## src/rtl/stream_mux_pkg.sv

```systemverilog
// Shared constants and the round-robin search helper for the N-channel stream mux.
package stream_mux_pkg;

    localparam int MODE_SEL = 0;
    localparam int MODE_RR  = 1;

    localparam int MAX_NCH = 64;
    localparam int IDXW    = 6;

    typedef struct packed {
        logic            found;
        logic [IDXW-1:0] idx;
    } rr_pick_t;

    // First set bit of valid_vec at or after ptr, wrapping modulo nch.
    function automatic rr_pick_t next_rr(input int nch, input logic [IDXW-1:0] ptr,
                                         input logic [MAX_NCH-1:0] valid_vec);
        rr_pick_t r;
        int       k;
        r.found = 1'b0;
        r.idx   = '0;
        for (int j = MAX_NCH - 1; j >= 0; j--) begin
            if (j < nch) begin
                k = (int'(ptr) + j) % nch;
                if (valid_vec[IDXW'(k)]) begin
                    r.found = 1'b1;
                    r.idx   = IDXW'(k);
                end
            end
        end
        return r;
    endfunction

endpackage

```

## src/rtl/stream_mux_nch_if.sv

```systemverilog
// Producer/consumer bundle of the N-channel stream mux.
interface stream_mux_nch_if #(
    parameter int NCH   = 4,
    parameter int WIDTH = 8
);
    localparam int SELW = (NCH > 1) ? $clog2(NCH) : 1;

    logic [SELW-1:0]      sel;
    logic [NCH-1:0]       in_valid;
    logic [NCH-1:0]       in_ready;
    logic [NCH*WIDTH-1:0] in_data;
    logic                 out_valid;
    logic                 out_ready;
    logic [WIDTH-1:0]     out_data;
    logic [SELW-1:0]      out_ch;

    modport master (
        output sel, in_valid, in_data, out_ready,
        input  in_ready, out_valid, out_data, out_ch
    );

    modport slave (
        input  sel, in_valid, in_data, out_ready,
        output in_ready, out_valid, out_data, out_ch
    );

endinterface

```

## src/rtl/stream_mux_nch_rr_pick.sv

```systemverilog
// Combinational first-valid search starting at a rotating pointer.
module rr_pick
    import stream_mux_pkg::*;
#(
    parameter int NCH  = 4,
    parameter int SELW = 2
) (
    input  logic [SELW-1:0] ptr,
    input  logic [NCH-1:0]  valid,
    output logic            found,
    output logic [SELW-1:0] idx
);
    logic [MAX_NCH-1:0] vec;
    rr_pick_t           pick;

    always_comb begin
        vec          = '0;
        vec[NCH-1:0] = valid;
        pick         = next_rr(NCH, IDXW'(ptr), vec);
        found        = pick.found && (int'(pick.idx) < NCH);
        idx          = pick.idx[SELW-1:0];
    end

endmodule

```

## src/rtl/stream_mux_nch.sv

```systemverilog
// N-channel stream multiplexer: external-select or round-robin arbitration into one
// registered output word with valid/ready on every port.
module stream_mux_nch
    import stream_mux_pkg::*;
#(
    parameter int  NCH   = 4,
    parameter int  WIDTH = 8,
    parameter int  MODE  = MODE_SEL,
    localparam int SELW  = (NCH > 1) ? $clog2(NCH) : 1
) (
    input logic             clk,
    input logic             rst,
    stream_mux_nch_if.slave bus
);
    logic             vld_p1;
    logic [WIDTH-1:0] data_p1;
    logic [SELW-1:0]  ch_p1;
    logic [SELW-1:0]  chosen;
    logic             have_ch;
    logic             load_en;
    logic             xfer;
    logic [NCH-1:0]   rdy;
    logic [WIDTH-1:0] src;

    assign load_en = !vld_p1 || bus.out_ready;

    generate
        if (MODE == MODE_RR) begin : g_rr
            logic [SELW-1:0] ptr;

            rr_pick #(.NCH(NCH), .SELW(SELW)) u_pick (
                .ptr   (ptr),
                .valid (bus.in_valid),
                .found (have_ch),
                .idx   (chosen)
            );

            // Pointer moves only on an actual transfer, so stalls keep fairness intact.
            always_ff @(posedge clk) begin
                if (rst)
                    ptr <= '0;
                else if (xfer)
                    ptr <= (chosen == SELW'(NCH - 1)) ? '0 : chosen + 1'b1;
            end
        end else begin : g_sel
            assign chosen  = bus.sel;
            assign have_ch = int'(bus.sel) < NCH;
        end
    endgenerate

    always_comb begin
        rdy = '0;
        src = '0;
        for (int i = 0; i < NCH; i++) begin
            if (chosen == SELW'(i)) begin
                rdy[i] = !rst && load_en && have_ch;
                src    = bus.in_data[i*WIDTH +: WIDTH];
            end
        end
    end

    assign xfer = |(rdy & bus.in_valid);

    // Stage p1: output register
    always_ff @(posedge clk) begin
        if (rst) begin
            vld_p1  <= 1'b0;
            data_p1 <= '0;
            ch_p1   <= '0;
        end else if (load_en) begin
            vld_p1 <= xfer;
            if (xfer) begin
                data_p1 <= src;
                ch_p1   <= chosen;
            end
        end
    end

    assign bus.in_ready  = rdy;
    assign bus.out_valid = vld_p1;
    assign bus.out_data  = data_p1;
    assign bus.out_ch    = ch_p1;

endmodule

```

## src/flat_wrapper.sv

```systemverilog
// flat-port wrapper written by rule: the top's interface ports become plain ports
module stream_mux_nch_flat import stream_mux_pkg::*;
#(
    parameter int  NCH   = 4,
    parameter int  WIDTH = 8,
    parameter int  MODE  = MODE_SEL,
    localparam int SELW  = (NCH > 1) ? $clog2(NCH) : 1
)
  (clk, rst, bus_sel, bus_in_valid, bus_in_data, bus_out_ready, bus_in_ready, bus_out_valid, bus_out_data, bus_out_ch);
  stream_mux_nch_if #(.NCH(NCH), .WIDTH(WIDTH)) bus_i ();
  input logic clk;
  input logic rst;
  input wire logic [$bits(bus_i.sel)-1:0] bus_sel;
  input wire logic [$bits(bus_i.in_valid)-1:0] bus_in_valid;
  input wire logic [$bits(bus_i.in_data)-1:0] bus_in_data;
  input wire logic [$bits(bus_i.out_ready)-1:0] bus_out_ready;
  output wire logic [$bits(bus_i.in_ready)-1:0] bus_in_ready;
  output wire logic [$bits(bus_i.out_valid)-1:0] bus_out_valid;
  output wire logic [$bits(bus_i.out_data)-1:0] bus_out_data;
  output wire logic [$bits(bus_i.out_ch)-1:0] bus_out_ch;
  assign bus_i.sel = bus_sel;
  assign bus_i.in_valid = bus_in_valid;
  assign bus_i.in_data = bus_in_data;
  assign bus_i.out_ready = bus_out_ready;
  assign bus_in_ready = bus_i.in_ready;
  assign bus_out_valid = bus_i.out_valid;
  assign bus_out_data = bus_i.out_data;
  assign bus_out_ch = bus_i.out_ch;
  stream_mux_nch #(.NCH(NCH), .WIDTH(WIDTH), .MODE(MODE)) u_core (.clk(clk), .rst(rst), .bus(bus_i));
endmodule
```

## config.mk

```make
export PLATFORM = sky130hd
export DESIGN_NAME = stream_mux_nch_flat
export DESIGN_NICKNAME = d
export VERILOG_FILES = /design/src/rtl/stream_mux_pkg.sv /design/src/rtl/stream_mux_nch_if.sv /design/src/rtl/stream_mux_nch_rr_pick.sv /design/src/rtl/stream_mux_nch.sv /design/src/flat_wrapper.sv
export SDC_FILE = /design/constraint.sdc
export NUM_CORES = 1
export LEC_CHECK = 0
export ABC_CLOCK_PERIOD_IN_PS = 3150
export BUFFER_PORTS_ARGS = -buffer_cell sky130_fd_sc_hd__buf_2
export CORE_MARGIN = 10
export CORE_UTILIZATION = 35
export CTS_CLUSTER_DIAMETER = 60
export DETAILED_ROUTE_END_ITERATION = 16
export PLACE_DENSITY_LB_ADDON = 0.3
export SKIP_CTS_REPAIR_TIMING = 1
export SYNTH_ARGS = -nofsm -noshare
export SYNTH_HDL_FRONTEND = slang
export SYNTH_HIERARCHICAL = 1
export SYNTH_SLANG_ARGS = --single-unit
export TNS_END_PERCENT = 5
```

## constraint.sdc

```tcl
create_clock -name clk -period 3.15 [get_ports clk]
set_input_delay 0.315 -clock clk [delete_from_list [all_inputs] [get_ports clk]]
set_output_delay 0.315 -clock clk [all_outputs]
set_load 0.01 [all_outputs]
```

==> results.rst, run 1 <==
.. list-table::
   :header-rows: 1

   * - Metric
     - Value
   * - Outcome
     - completed
   * - Startpoint of the most critical register-to-register path
     - u_core/bus.out_valid
   * - Number of inserted diodes
     - 0
   * - Adder and majority gate portion of the synthesized area
     - 0
   * - Signed area change from the synthesized netlist to the final layout
     - 42.68%
   * - Register bit count reported by yosys
     - 11
   * - Combined area of the multi-input logic cells
     - 455.4 um^2
   * - # Max-Cap Violations
     - 0
   * - Instance count after placement with tap cells included
     - 139
   * - Flop-to-flop setup slack
     - roughly 1.5 ns
   * - Worst hold endpoint
     - u_core/bus.out_data[7]
   * - Fillcell total
     - 213
   * - Crit path from
     - bus_sel[0]
   * - Warnings, synthesis
     - 6
   * - VDD IR max
     - 212.8 uV
   * - Clk Latency, worst-skew pair
     - 0.27 ns
   * - Multiplexer area fraction after synthesis
     - 0.4586
   * - Reg area
     - 220.2 um^2
   * - Terminus of the critical flop-to-flop path
     - u_core/bus.out_data[4]
   * - Setup-failing EPs final
     - 0
   * - TNS Setup
     - 0 ns
   * - Detailed Routing Iterations Pass 1
     - 4
   * - Net total in the final layout
     - roughly 160
   * - Number of hold violations in the final report
     - 0
   * - Depth of the CTS H-tree
     - 1
   * - Antenna violations before repair
     - 0
   * - Hold path start
     - rst
   * - Slew at the pin with the worst max-slew slack
     - 0.8841 ns
   * - Critical Path Start Type
     - input pin
   * - Violation count after the first detailed-routing iteration
     - 24
   * - Die outline area
     - 0.004228 mm^2
   * - First-pass GRT wire length
     - 3484 um
   * - Synth Instances
     - 63
   * - Via count
     - 704
   * - Global route total overflow
     - 0
   * - Placement Rows
     - 16
   * - Type of the setup path with the least slack
     - input pin to flop
   * - Highest clock frequency the design can meet
     - roughly 0.53 GHz
   * - Maximum fanout along the worst path
     - 16
   * - Distinct cell type count of the synthesized netlist
     - 19
   * - Clock Pin Slew Worst Setup and Hold Paths
     - 0.08 ns
   * - Num CTS Buffers
     - 3
   * - Type of the tightest min-delay check
     - input pin to flop
   * - Critical Path AT
     - between 2 and 2.5 ns
   * - Sequential share of the synthesized area
     - 0.3104
   * - Per-cell via count in the routed design
     - 4.923
   * - Via count of the first global-routing pass
     - 789
   * - Main combinational cell family by area after synthesis
     - multiplexers
   * - Number of DRC violations after detailed routing
     - 0
   * - Overall Global Routing Usage
     - 0.1040
   * - Die extent in x
     - about 65 um
   * - Critical Path RT
     - roughly 3.3 ns
   * - Area fraction in compound gates after synthesis
     - 0.02822
   * - Rel. slew slack
     - 0.4080
   * - Power density cells
     - 354.4 mW/mm^2
   * - Top Ports
     - 56
   * - I/O Buffers
     - 55
   * - Buffer type at the clock tree root
     - clkbuf_4
   * - Max Transition Viols Final
     - 0
   * - Initial standard-cell utilization of the core
     - 0.3653
   * - Detail Route Antenna Nets
     - 0
   * - Worst hold path depth
     - 2
   * - Kind of capture point of the worst setup path
     - flop
   * - Setup repair after global routing missed its margin
     - false
   * - Final WL
     - 2229 um
   * - Synth Net Count
     - 104
   * - Area inside the core boundary
     - 0.001942 mm^2
   * - Share of synthesized cell area in and, or, nand and nor gates
     - 0.1481
   * - Post-route non-filler standard cell count
     - 143
   * - Final weighted congestion in routability-driven placement
     - 0.7424
   * - Layout cells sized above 1
     - 0.5862
   * - Share of the synthesized netlist area taken by xor and xnor gates
     - 0
   * - Cell area after synthesis
     - 709.4 um^2
   * - Final clock period utilization by the worst path
     - 0.5965
   * - Min Clock Period, post-route
     - 1.879 ns
   * - Largest net degree at the start of global routing
     - 17
   * - Cell count of the worst reg-to-reg path
     - 4
   * - Static leakage
     - between 0.0005 and 0.0006 uW
   * - Overall die height
     - 65.02 um
   * - Clock Path Buffers
     - 2
   * - Clock tree from TritonCTS
     - done
   * - Placed wire-length estimate
     - 1810 um
   * - Final setup skew
     - 0.001885 ns
   * - Routed WL per cell
     - 15.59 um
   * - Average cell area after synthesis
     - 11.26 um^2
   * - Number of clock sinks
     - 11
==> layout make-up <==
cell class,instances,area share
clock buffer,3,0.02225
clock inverter,1,0.004944
timing repair buffer,55,0.2719
sequential,11,0.2176
tap,27,0.03337
multi-input combinational,46,0.4499
==> critical path, cell delays in order <==
cell and delay, ns:
buf_2 0.35, mux4_2 0.32, nor3b_2 0.72, mux2i_1 0.29, nor2_1 0.05
==> metal layers <==
metal | up-vias | GRT usage | wire, um
li1 | 342 | - | -
met1 | 321 | 0.1130 | 966
met2 | 37 | 0.1626 | 994
met3 | 4 | 0.05670 | 236
met4 | 0 | 0.04813 | 31
met5 | - | 0 | 0
==> kinds of logic after synthesis <==
group | Yosys count
DFF | 11
AOI/OAI and AO/OA | 4
and+or+nand+nor | 22
buffers and inverters | 6
muxes | 20
==> flip-flops by register name, summed over array words and instances, names as in the netlist <==
register / flops
u_core/bus.out_ch: 2
u_core/bus.out_valid: 1
u_core/bus.out_data: 8
==> Yosys cell counts (all sizes together) <==
library cell,n,area (um^2)
nor2,12,45.04
dfxtp,11,220.2
mux2i,10,100.1
mux4,9,214.0
buf,3,27.52
clkbuf,3,11.26
a21oi,2,10.01
nor3,2,10.01
nor3b,2,15.01
o21ai,2,10.01
and2b,1,7.510
and3,1,6.260
mux2,1,11.26
nand2,1,3.750
nand2b,1,6.260
nand3,1,5.000
or2,1,6.260
==> worst max path at each step <==
stage	to	slack, ns	depth (start not counted)
final	u_core/bus.out_data[4]	1.27	5
after global routing	u_core/bus.out_data[4]	1.09	5
after CTS	u_core/bus.out_data[4]	1.26	5
after detailed placement	u_core/bus.out_data[4]	0.95	5
after global placement	u_core/bus.out_data[5]	1.05	5
after floorplan	u_core/bus.out_ch[0]	1.62	6
==> placed cells by master (no fill, tap or decap) <==
| master | instances |
|---|---|
| nor3_1 | 2 |
| and3_1 | 1 |
| nor2_1 | 12 |
| and2b_1 | 1 |
| or2_2 | 1 |
| clkinv_2 | 1 |
| mux2i_1 | 10 |
| mux4_2 | 6 |
| nand3_1 | 1 |
| nor3b_1 | 1 |
| mux2_2 | 1 |
| nor3b_2 | 1 |
| clkbuf_4 | 3 |
| a21oi_1 | 2 |
| nand2_1 | 1 |
| dfxtp_1 | 11 |
| nand2b_1 | 1 |
| mux4_1 | 3 |
| buf_2 | 55 |
| o21ai_0 | 2 |
==> power breakdown <==
part           switching, uW  total (uW)  internal (uW)
Clock                   54.4         101           47.1
Combinational           45.5         104           58.4
Sequential              4.49         153            149
Total                    104         359            254
==> metrics by stage <==
step / setup slack (ns) / power (uW) / cell area (um^2) / hold WS, ns / util
2_1_floorplan: 1.620 / 220.5 / 709.4 / 0.3841 / -
3_3_place_gp: 1.051 / 259.0 / 984.7 / 0.4662 / 0.5071
3_5_place_dp: 0.9525 / 261.9 / 984.7 / 0.4660 / 0.5071
4_1_cts: 1.256 / 361.0 / 1012 / 0.3766 / 0.5213
5_1_grt: 1.087 / 378.1 / 1012 / 0.3971 / 0.5213
6_report: 1.271 / 358.7 / 1012 / 0.3791 / 0.5213
No activity file was read; power rests on OpenSTA's default activity.
==> run 2: changes to the inputs <==
ABC_CLOCK_PERIOD_IN_PS = 1800   (was 3150)
clock period = 1.8 ns   (was 3.15 ns; I/O delays follow)
==> run 2 against run 1 <==
  * Clock power up 68%
  * Worst hold slack worse by 0.13 ns
  * Sequential share of layout area down 0.29 points
  * Core utilization up 0.71 points
  * Routed wire length up 3.0%
  * Final cell count up 1.4%
  * Clock skew up 0.0021 ns
  * Power up 74%
  * Count of clock-buffer cells in the layout up 1
  * Register-to-register slack worse by 1.3 ns
  * Sequential power up 75%
  * Critical endpoint is now u_core/bus.out_data[6]
  * Highest routed layer unchanged
==> results.rst, run 2 (synthesis gave the netlist of run 1 again) <==
.. list-table::
   :header-rows: 1

   * - Metric
     - Value
   * - Clock Pin Slew Worst Setup and Hold Paths
     - 0.07 ns
   * - Setup repair after global routing missed its margin
     - false
   * - First-pass GRT wire length
     - 3636 um
   * - Met1 wire length
     - 884 um
   * - Highest clock frequency the design can meet
     - between 0.6 and 0.7 GHz
   * - Critical Path Start Type
     - flop
   * - Clock Path Buffers
     - 2
   * - Die outline area
     - ~0.0042 mm^2
   * - Min Clock Period, post-route
     - 1.639 ns
   * - Number of clock sinks
     - 11
   * - Via count
     - 710
   * - Kind of capture point of the worst setup path
     - flop
   * - Routed length on met3
     - 312 um
   * - Flop-to-flop setup slack
     - 0.16 ns
   * - Critical Path RT
     - just under 2 ns
   * - Met2 layer wire length in the routed design
     - 1082 um
   * - Initial standard-cell utilization of the core
     - 0.3653
   * - Per-cell via count in the routed design
     - between 4 and 5
   * - Final weighted congestion in routability-driven placement
     - a little over 0.7
   * - Detailed Routing Iterations Pass 1
     - 3
   * - Overall power
     - 624.8 uW
   * - Detail Route Antenna Nets
     - 0
   * - Top metal layer carrying routed signals
     - met4
   * - Signed area change from the synthesized netlist to the final layout
     - 44.62%
   * - Commonest non-fill, non-tap cell in the layout
     - buf_2
   * - Num CTS Buffers
     - 3
   * - Reg power frac
     - 0.429
   * - Fillcell total
     - 198
   * - Type of the tightest min-delay check
     - input pin to flop
   * - Buffer type at the clock tree root
     - clkbuf_4
   * - Power density cells
     - 609.0 mW/mm^2
   * - Top Ports
     - 56
   * - Min Hold Slack
     - 0.2473 ns
   * - Rel. slew slack
     - 0.4477
   * - Number of DRC violations after detailed routing
     - 0
   * - Depth of the CTS H-tree
     - 1
   * - Clock tree from TritonCTS
     - done
   * - Net total in the final layout
     - 160
   * - VDD IR max
     - 397.7 uV
   * - Clk Latency, worst-skew pair
     - 0.27 ns
   * - Via count of the first global-routing pass
     - 846
   * - Overall die height
     - 65.02 um
   * - Switching share of total power
     - 0.2779
   * - Overall Global Routing Usage
     - 0.1061
   * - Max Transition Viols Final
     - 0
   * - Setup-failing EPs final
     - 0
   * - Number of hold violations in the final report
     - 0
   * - Final setup skew
     - 0.003966 ns
   * - Critical Path AT
     - 1.79 ns
   * - Die extent in x
     - about 65 um
   * - Violation count after the first detailed-routing iteration
     - 8
   * - Worst setup timing slack at the placement stage
     - 0.03349 ns
   * - Type of the setup path with the least slack
     - flop to flop
   * - Final worst-path setup slack
     - 0.1606 ns
   * - Placement Rows
     - 16
   * - Final WL
     - 2296 um
   * - Static leakage
     - 0.0005145 uW
   * - Global route total overflow
     - 0
   * - Flip-flop count of the largest register, all copies and words added
     - 8
   * - Total internal power
     - about 450 uW
   * - Largest net degree at the start of global routing
     - 16
   * - Leading cell types in the layout, fill and taps excluded
     - buf_2, nor2_1, dfxtp_1
   * - Proportion of power drawn by the clock network
     - 0.273
   * - Maximum fanout along the worst path
     - 9
   * - Number of inserted diodes
     - 0
   * - Layout cells sized above 1
     - 0.5847
   * - # Max-Cap Violations
     - 0
   * - Outcome
     - completed
   * - Relative contribution of combinational cells to total power
     - 0.298
   * - Sw power
     - 173.6 uW
   * - Antenna violations before repair
     - 0
   * - Slew at the pin with the worst max-slew slack
     - between 0.8 and 0.9 ns
   * - Final clock period utilization by the worst path
     - 0.9108
   * - Placed wire-length estimate
     - 1853 um
   * - TNS Setup
     - 0 ns
   * - Area inside the core boundary
     - 0.001942 mm^2
   * - I/O Buffers
     - between 50 and 60
   * - Routed WL per cell
     - 15.83 um
## run 2: layout make-up
class                           count  area, um^2  share of cell area
Sequential cell                    11       220.2              0.2146
Tap cell                           27       33.78             0.03293
Multi-Input combinational cell     46       455.4              0.4439
Timing Repair Buffer               57       290.3              0.2829
Clock buffer                        4       26.28             0.02561
## run 2: final timing paths
path	from	end	depth (start not counted)
worst min register to register	u_core/bus.out_ch[0]	u_core/bus.out_ch[0]	2
worst max-delay path	u_core/bus.out_valid	u_core/bus.out_data[6]	4
worst min-delay path	rst	u_core/bus.out_data[4]	2
worst max register to register	u_core/bus.out_valid	u_core/bus.out_data[6]	4
## run 2: power groups by stage
stage,combinational [uW],sequential [uW],clock [uW]
finish,186,268,170
global route,205,270,183
CTS,190,268,177
detailed placement,189,273,0
global placement,183,273,0
floorplan,103,282,0
## run 2: worst max-delay path: stages (launching register included)
cell and delay [ns]:
dfxtp_1 0.31, and2b_1 0.21, nor3b_2 0.69, mux2i_1 0.27, nor2_1 0.06
## run 2: per-layer routing
layer,global-route usage,vias to the layer above
met5,0,-
met4,0.04813,0
met3,0.06014,2
met2,0.1810,35
met1,0.1023,324
li1,-,349
## run 2: through the flow
step	instance area (um^2)	util	cells
finish	1026	0.5284	145
CTS	1026	0.5284	145
floorplan	709.4	-	63
detailed placement	999.7	0.5148	141
global route	1026	0.5284	145
global placement	999.7	0.5148	141
